$ cat config.mk
export PLATFORM = sky130hd
export DESIGN_NAME = ibex_ex_seq_ctrl
export DESIGN_NICKNAME = d
export VERILOG_FILES = /design/src/rtl/ibex_ex_seq_ctrl.sv
export SDC_FILE = /design/constraint.sdc
export NUM_CORES = 1
export LEC_CHECK = 0
export ABC_AREA = 1
export CORE_ASPECT_RATIO = 1.75
export CORE_MARGIN = 2
export CORE_UTILIZATION = 41
export DETAILED_ROUTE_END_ITERATION = 8
export GPL_TIMING_DRIVEN = 0
export PLACE_DENSITY_LB_ADDON = 0.25
export SLEW_MARGIN = 20
export SYNTH_ARGS = -nofsm -noshare
export SYNTH_HDL_FRONTEND = slang
export SYNTH_SLANG_ARGS = --single-unit
$ cat constraint.sdc
create_clock -name clk_i -period 2.1 [get_ports clk_i]
set_input_delay 0.315 -clock clk_i [delete_from_list [all_inputs] [get_ports clk_i]]
set_output_delay 0.315 -clock clk_i [all_outputs]
set_load 0.05 [all_outputs]
$ cat src/rtl/ibex_ex_seq_ctrl.sv
// rtl/ibex_ex_seq_ctrl.sv - execute-stage ALU/multdiv sequencer with intermediate registers
// Optional busy-cycle timeout enabled by defining IBEX_EX_SEQ_TIMEOUT_EN.
module ibex_ex_seq_ctrl #(
  parameter int RV32M     = 2,
  parameter int MaxCycles = 40
) (
  input  logic        clk_i,
  input  logic        rst_i,
  input  logic        flush_i,
  input  logic        req_valid_i,
  input  logic [1:0]  req_kind_i,
  output logic        req_ready_o,
  output logic        alu_instr_first_cycle_o,
  output logic        mult_en_o,
  output logic        div_en_o,
  output logic        mult_sel_o,
  output logic        div_sel_o,
  output logic        multdiv_ready_id_o,
  input  logic        ex_valid_i,
  input  logic [31:0] result_ex_i,
  input  logic [1:0]  imd_val_we_i,
  input  logic [67:0] imd_val_d_i,
  output logic [67:0] imd_val_q_o,
  output logic        rsp_valid_o,
  input  logic        rsp_ready_i,
  output logic [31:0] rsp_result_o,
  output logic        rsp_error_o
);

  typedef enum logic [1:0] {IDLE, BUSY, HOLD} state_e;

  state_e      state_q, state_d;
  logic [1:0]  kind_q, kind_d;
  logic        first_q, first_d;
  logic [31:0] result_q, result_d;
  logic        error_q, error_d;
  logic [67:0] imd_q;
  logic        accept, kind_legal, timeout;

  assign kind_legal  = (req_kind_i == 2'd0) || ((req_kind_i != 2'd3) && (RV32M != 0));
  assign req_ready_o = !flush_i && ((state_q == IDLE) || ((state_q == HOLD) && rsp_ready_i));
  assign accept      = req_valid_i && req_ready_o;

`ifdef IBEX_EX_SEQ_TIMEOUT_EN
  logic [7:0] cnt_q;

  // Counter sits at zero outside BUSY, so it is already clear on entry.
  assign timeout = (state_q == BUSY) && !ex_valid_i && ((cnt_q + 8'd1) == 8'(MaxCycles));

  always_ff @(posedge clk_i) begin
    if (rst_i) begin
      cnt_q <= 8'd0;
    end else if ((state_q != BUSY) || flush_i) begin
      cnt_q <= 8'd0;
    end else if (!ex_valid_i) begin
      cnt_q <= cnt_q + 8'd1;
    end
  end
`else
  assign timeout = 1'b0;
`endif

  always_comb begin
    state_d  = state_q;
    kind_d   = kind_q;
    result_d = result_q;
    error_d  = error_q;
    first_d  = 1'b0;
    if (flush_i) begin
      state_d = IDLE;
    end else begin
      case (state_q)
        IDLE: state_d = IDLE;
        BUSY: begin
          if (ex_valid_i) begin
            result_d = result_ex_i;
            error_d  = 1'b0;
            state_d  = HOLD;
          end else if (timeout) begin
            result_d = 32'd0;
            error_d  = 1'b1;
            state_d  = HOLD;
          end
        end
        HOLD: if (rsp_ready_i) state_d = IDLE;
        default: state_d = IDLE;
      endcase
    end
    // accept is already gated by flush_i through req_ready_o.
    if (accept) begin
      kind_d = req_kind_i;
      if (kind_legal) begin
        state_d = BUSY;
        first_d = 1'b1;
      end else begin
        state_d  = HOLD;
        result_d = 32'd0;
        error_d  = 1'b1;
      end
    end
  end

  always_ff @(posedge clk_i) begin
    if (rst_i) begin
      state_q  <= IDLE;
      kind_q   <= 2'd0;
      first_q  <= 1'b0;
      result_q <= 32'd0;
      error_q  <= 1'b0;
    end else begin
      state_q  <= state_d;
      kind_q   <= kind_d;
      first_q  <= first_d;
      result_q <= result_d;
      error_q  <= error_d;
    end
  end

  always_ff @(posedge clk_i) begin
    if (rst_i) begin
      imd_q <= 68'd0;
    end else if ((state_q == BUSY) && !flush_i) begin
      if (imd_val_we_i[0]) imd_q[33:0]  <= imd_val_d_i[33:0];
      if (imd_val_we_i[1]) imd_q[67:34] <= imd_val_d_i[67:34];
    end
  end

  assign alu_instr_first_cycle_o = first_q;
  assign multdiv_ready_id_o      = (state_q == BUSY);
  assign mult_en_o               = (state_q == BUSY) && (kind_q == 2'd1);
  assign mult_sel_o              = (state_q == BUSY) && (kind_q == 2'd1);
  assign div_en_o                = (state_q == BUSY) && (kind_q == 2'd2);
  assign div_sel_o               = (state_q == BUSY) && (kind_q == 2'd2);
  assign rsp_valid_o             = (state_q == HOLD);
  assign rsp_result_o            = result_q;
  assign rsp_error_o             = error_q;
  assign imd_val_q_o             = imd_q;

endmodule

After elaboration in Yosys (flattened, before gate mapping):

Index checks and enable logic that the tools add are counted.

* register bits: 106
* input port bits: 110

* eq/ne operators: 7
* mux-type cells: 17
* bitwise gates (word level): 1
* reductions and logical operators: 15

Operators by type and width (count)
* $mux 32: 5
* $mux 2: 5
* $ne 4x2->1 const B: 2
* $logic_and 1x1->1: 6
* $mux 1: 6
* $reduce_and 2->1: 3
* $eq 2x1->1 const B: 2
* $eq 2x2->1 const B: 2
* $logic_not 2->1: 2
* $pmux 2 s2: 1
* $logic_or 1x1->1: 2
* $ne 2x2->1 const B: 1
* $reduce_or 2->1: 1
* $logic_not 1->1: 1
* $not 1->1: 1

Depth between registers and ports, before layout:

Gate-level depths: netlist of the first run.

* depth after elaboration: 7
* mapped depth: 8
* mapped depth without buffers: 7

Least setup slack after synthesis of the first run:

Ideal clock, no wire load.

* path type: register -> output
* start point: register state_q[1]
* end point: output div_sel_o
* arrival time: 1.949 ns
* required time: 1.785 ns
* path slack: -0.164 ns
* stages on the path, launching flop included: 5
* buffers on the path: 1
* path through: dfxtp_1 -> inv_2 -> nand2_2 -> nor3_1 -> buf_4

* cells in the longest elaborated chain, start to end: 2

Ends and longest elaborated chain
* from (decl): RTL line 32 `state_e state_q, state_d;`
* from (signal assigned): RTL line 111 `state_q <= state_d;`
* $eq 2x1->1
* $logic_and 1x1->1
* to (decl): RTL line 17 `output logic div_sel_o,`

No other way between the ends.

Worst setup path in the final report of the first run:

* start point: register state_q[1]
* end point: output mult_sel_o

* cells in the longest elaborated chain, start to end: 2

Ends and longest elaborated chain
* $eq 2x1->1: RTL line 131 `assign mult_sel_o = (state_q == BUSY) && (kind_q == 2'd1);`
* $logic_and 1x1->1: RTL line 131
* to (decl): RTL line 16 `output logic mult_sel_o,`

No other way between the ends.

==> metrics.log, run 1 <==
INFO  metric status = completed
INFO  metric clock_skew = 0.00460 ns
INFO  metric cap_violations = 0
INFO  metric worst_slew_pin_slew = 0.561 ns
INFO  metric worst_ep_arrival_time = 1.67 ns
INFO  metric tritoncts_num_sinks = 106
INFO  metric viasPerCell = 4.80
INFO  metric crit_end_category = output port
INFO  metric grt_pass1_wl = 19000 um
INFO  metric fillers = 768
INFO  metric synth_area = 3820 um^2
INFO  metric routabilityCongestion = 0.764
INFO  metric postLayoutSetupSlackWorst = 0.112 ns
INFO  metric finalCriticalPeriod = 1.99 ns
INFO  metric dp_cells = 820
INFO  metric post_synth_most_frequent_cells = nor2_1, dfxtp_1, nand2_1, o21ai_1, a21oi_1
INFO  metric dp_hpwl = 9270 um
INFO  metric startpoint_type = flop
INFO  metric leakage = 2.38 nW
INFO  metric syn_avg_cell_area = 7.92 um^2
INFO  metric insertion_delay = 0.34 ns
INFO  metric timing_worst_setup_path_type = reg2out
INFO  metric antenna_found_initial = 0
INFO  metric report.final.setup_viol = 0
INFO  metric remaining_drc_errors = 0
INFO  metric final.setup.tns = 0 ns
INFO  metric dpl-instance-area = 6150 um^2
INFO  metric port_buffers = 217
INFO  metric fp.dieW = 77.0 um
INFO  metric dr_total_vias = 4016
INFO  metric insertedDiodeCount = 0
INFO  metric std_cell_rows = 46
INFO  metric cts_hold_buffers = 0
INFO  metric tritoncts = yes
INFO  metric timing.final.crit_share = 94.7%
INFO  metric fin_nets = 821
INFO  metric initialDrtViolationCount = 128
INFO  metric die_area = 10100 um^2
INFO  metric hold_class = in2reg
INFO  metric synth_sequential_area_ratio = 55.5%
INFO  metric pre_cts_slack = -0.309 ns
INFO  metric total_clock_buffers_created_by_cts = 9
INFO  metric path_buf_inv = 3
INFO  metric peakVddDrop = 0.509 mV
INFO  metric detail-route-antenna-nets = 0
INFO  metric drt-pass1-iter-count = 4
INFO  metric layout-drive-gt1-share = 6.42%
INFO  metric synth.area.top_cells = dfxtp_1, nor2_1, o21ai_1, a21oi_1, nand3_1
INFO  metric htreeDepth = 3
INFO  metric rsz_0062_raised_after_global_routing = false
INFO  metric initial_utilization = 42.1%
INFO  metric synth-edff-count = 0
INFO  metric synth_async_sr_flop_share = 0%
INFO  metric powerDensity = 687 nW/um^2
INFO  metric layoutNonFillerInstCount = 836
INFO  metric hold_violations = 0
INFO  metric synth.ff_latch_count = 106
INFO  metric post_synth_net_total = 593
INFO  metric postLayoutCellArea = 6450 um^2
INFO  metric clkSlewWorstSetupHoldPaths = 0.06 ns
INFO  metric layout-area-overhead-vs-synth = 68.6%
INFO  metric yosysMostFrequentCell = nor2_1
INFO  metric routed_wire_length_per_instance = 14.1 um
INFO  metric post-synth-top-area-fraction = 55.5%
INFO  metric die_height = 132 um
INFO  metric critPathMaxStageDelay = 0.49 ns
INFO  metric largest_net_degree_at_the_start_of_global_routing = 17
INFO  metric cts_buffer_depth = 2
INFO  metric track_usage = 23.3%
INFO  metric syn-instance-count = 483
INFO  metric clock-root-buffer = clkbuf_16
INFO  metric fmax = 503 MHz
INFO  metric cp_max_fo = 4
INFO  metric globalRoute.totalOverflow = 0
INFO  metric critical_path.slowest_cell = clkdlybuf4s15_1
INFO  metric grt_pass1_vias = 3895
INFO  metric fin_worst_hold_slack = 0.394 ns
INFO  metric cp_data_required_time = 1.78 ns
INFO  metric timing.max_slew.rel_slack = 62.5%
INFO  metric cp_top_family = buffers and inverters
INFO  metric synthesis.yosys.warnings = 0
INFO  metric detail_route.wirelength = 11800 um
INFO  metric core = 9090 um^2
INFO  metric pin_count = 219
INFO  metric critical_path.cell_chain = inv_2 > nand2_2 > nor3_1 > buf_4 > clkdlybuf4s15_1
INFO  metric ys.flop_type = dfxtp_1
INFO  metric synth_area_leader_cell = dfxtp_1
INFO  metric timing.final.max_slew_violations = 0
INFO  metric synth.lib_cells_used.distinct = 22
final cells by class:
| type | count | area [um^2] | area share (%) |
|---|---|---|---|
| well taps | 120 | 150 | 2.33 |
| plain buffers | 34 | 194 | 3.01 |
| multi-input cells | 331 | 1460 | 22.7 |
| clock buffers | 12 | 236 | 3.67 |
| clock inverters | 4 | 76.3 | 1.18 |
| flip-flops and latches | 106 | 2120 | 32.9 |
| repair buffers | 217 | 2160 | 33.5 |
| inverters | 12 | 47.5 | 0.737 |
cells by family (layout without fill, tap and decap cells):
kind of cell	Yosys count	count (layout)	synth area share (%)
and+or+nand+nor	225	225	24.3
AOI/OAI and AO/OA	106	106	13.9
DFF	106	106	55.5
buffers and inverters	46	279	6.31
state kept, by name, summed over array words and instances (netlist names):
| signal | count |
|---|---|
| imd_val_q_o | 68 |
| rsp_result_o | 32 |
| kind_q | 2 |
| state_q | 2 |
| alu_instr_first_cycle_o | 1 |
| rsp_error_o | 1 |
where the power goes:
group          internal [mW]  switching, mW
sequential              2.05         0.0197
combinational          0.293          0.308
clock                   1.05          0.710
total                   3.39           1.04
through the flow:
| stage | power, mW | utilization [%] |
|---|---|---|
| final | 4.43 | 70.9 |
| after detailed placement | 2.72 | 67.6 |
| after global placement | 2.71 | 67.6 |
| after CTS | 4.47 | 71.0 |
| after floorplan | 2.39 | - |
| after global routing | 4.59 | 70.9 |
path summary, 6_finish.rpt:
check	from	endpoint	slack, ns	cells after the start
hold reg to reg	rsp_result_o[18]$_SDFF_PP0_	rsp_result_o[18]$_SDFF_PP0_	0.46	2
setup / recovery	state_q[1]$_SDFFE_PP0P_	mult_sel_o	0.11	5
hold / removal	ex_valid_i	rsp_result_o[0]$_SDFF_PP0_	0.39	3
setup reg to reg	state_q[1]$_SDFFE_PP0P_	imd_val_q_o[9]$_SDFFE_PP0P_	0.68	7
worst min-delay path: stages:
cell and delay [ns]:
buf_1 0.17, nand3_1 0.14, a21oi_1 0.06
what timing repair did:
item	CTS	global route
setup endpoints to repair	5	4
resized for setup	7	6
setup buffers	0	0
cells in the final DEF, fill, tap and decap left out, types with 13 or more instances in the layout:
cell type / synthesis / final
clkdlybuf4s50_1: 0 / 211
nor2_1: 142 / 142
dfxtp_1: 106 / 106
nand2_1: 40 / 40
o21ai_1: 37 / 37
a21oi_1: 35 / 35
o21ai_0: 34 / 34
nand3_1: 34 / 34
clkbuf_1: 10 / 13
per-layer routing:
| metal | up-vias | share of wire [%] | track usage, % |
|---|---|---|---|
| li1 | 2021 | - | - |
| met5 | - | 0 | 0 |
| met2 | 165 | 53 | 43.0 |
| met3 | 30 | 7.6 | 8.15 |
| met4 | 0 | 3.5 | 10.2 |
| met1 | 1800 | 36 | 23.0 |
Note: power is estimated with default switching activity, not from simulation.
==> inputs of run 2 (changes only) <==
CAP_MARGIN = 25   (was default)
==> results of run 2 <==
The final DEF is identical to that of run 1; final timing and power are the same.
==> inputs of run 3 (changes only) <==
CTS_CLUSTER_SIZE = 40   (was default)
GPL_ROUTABILITY_DRIVEN = 0   (was default)
==> results of run 3 <==
The final DEF is identical to that of run 1; final timing and power are the same.
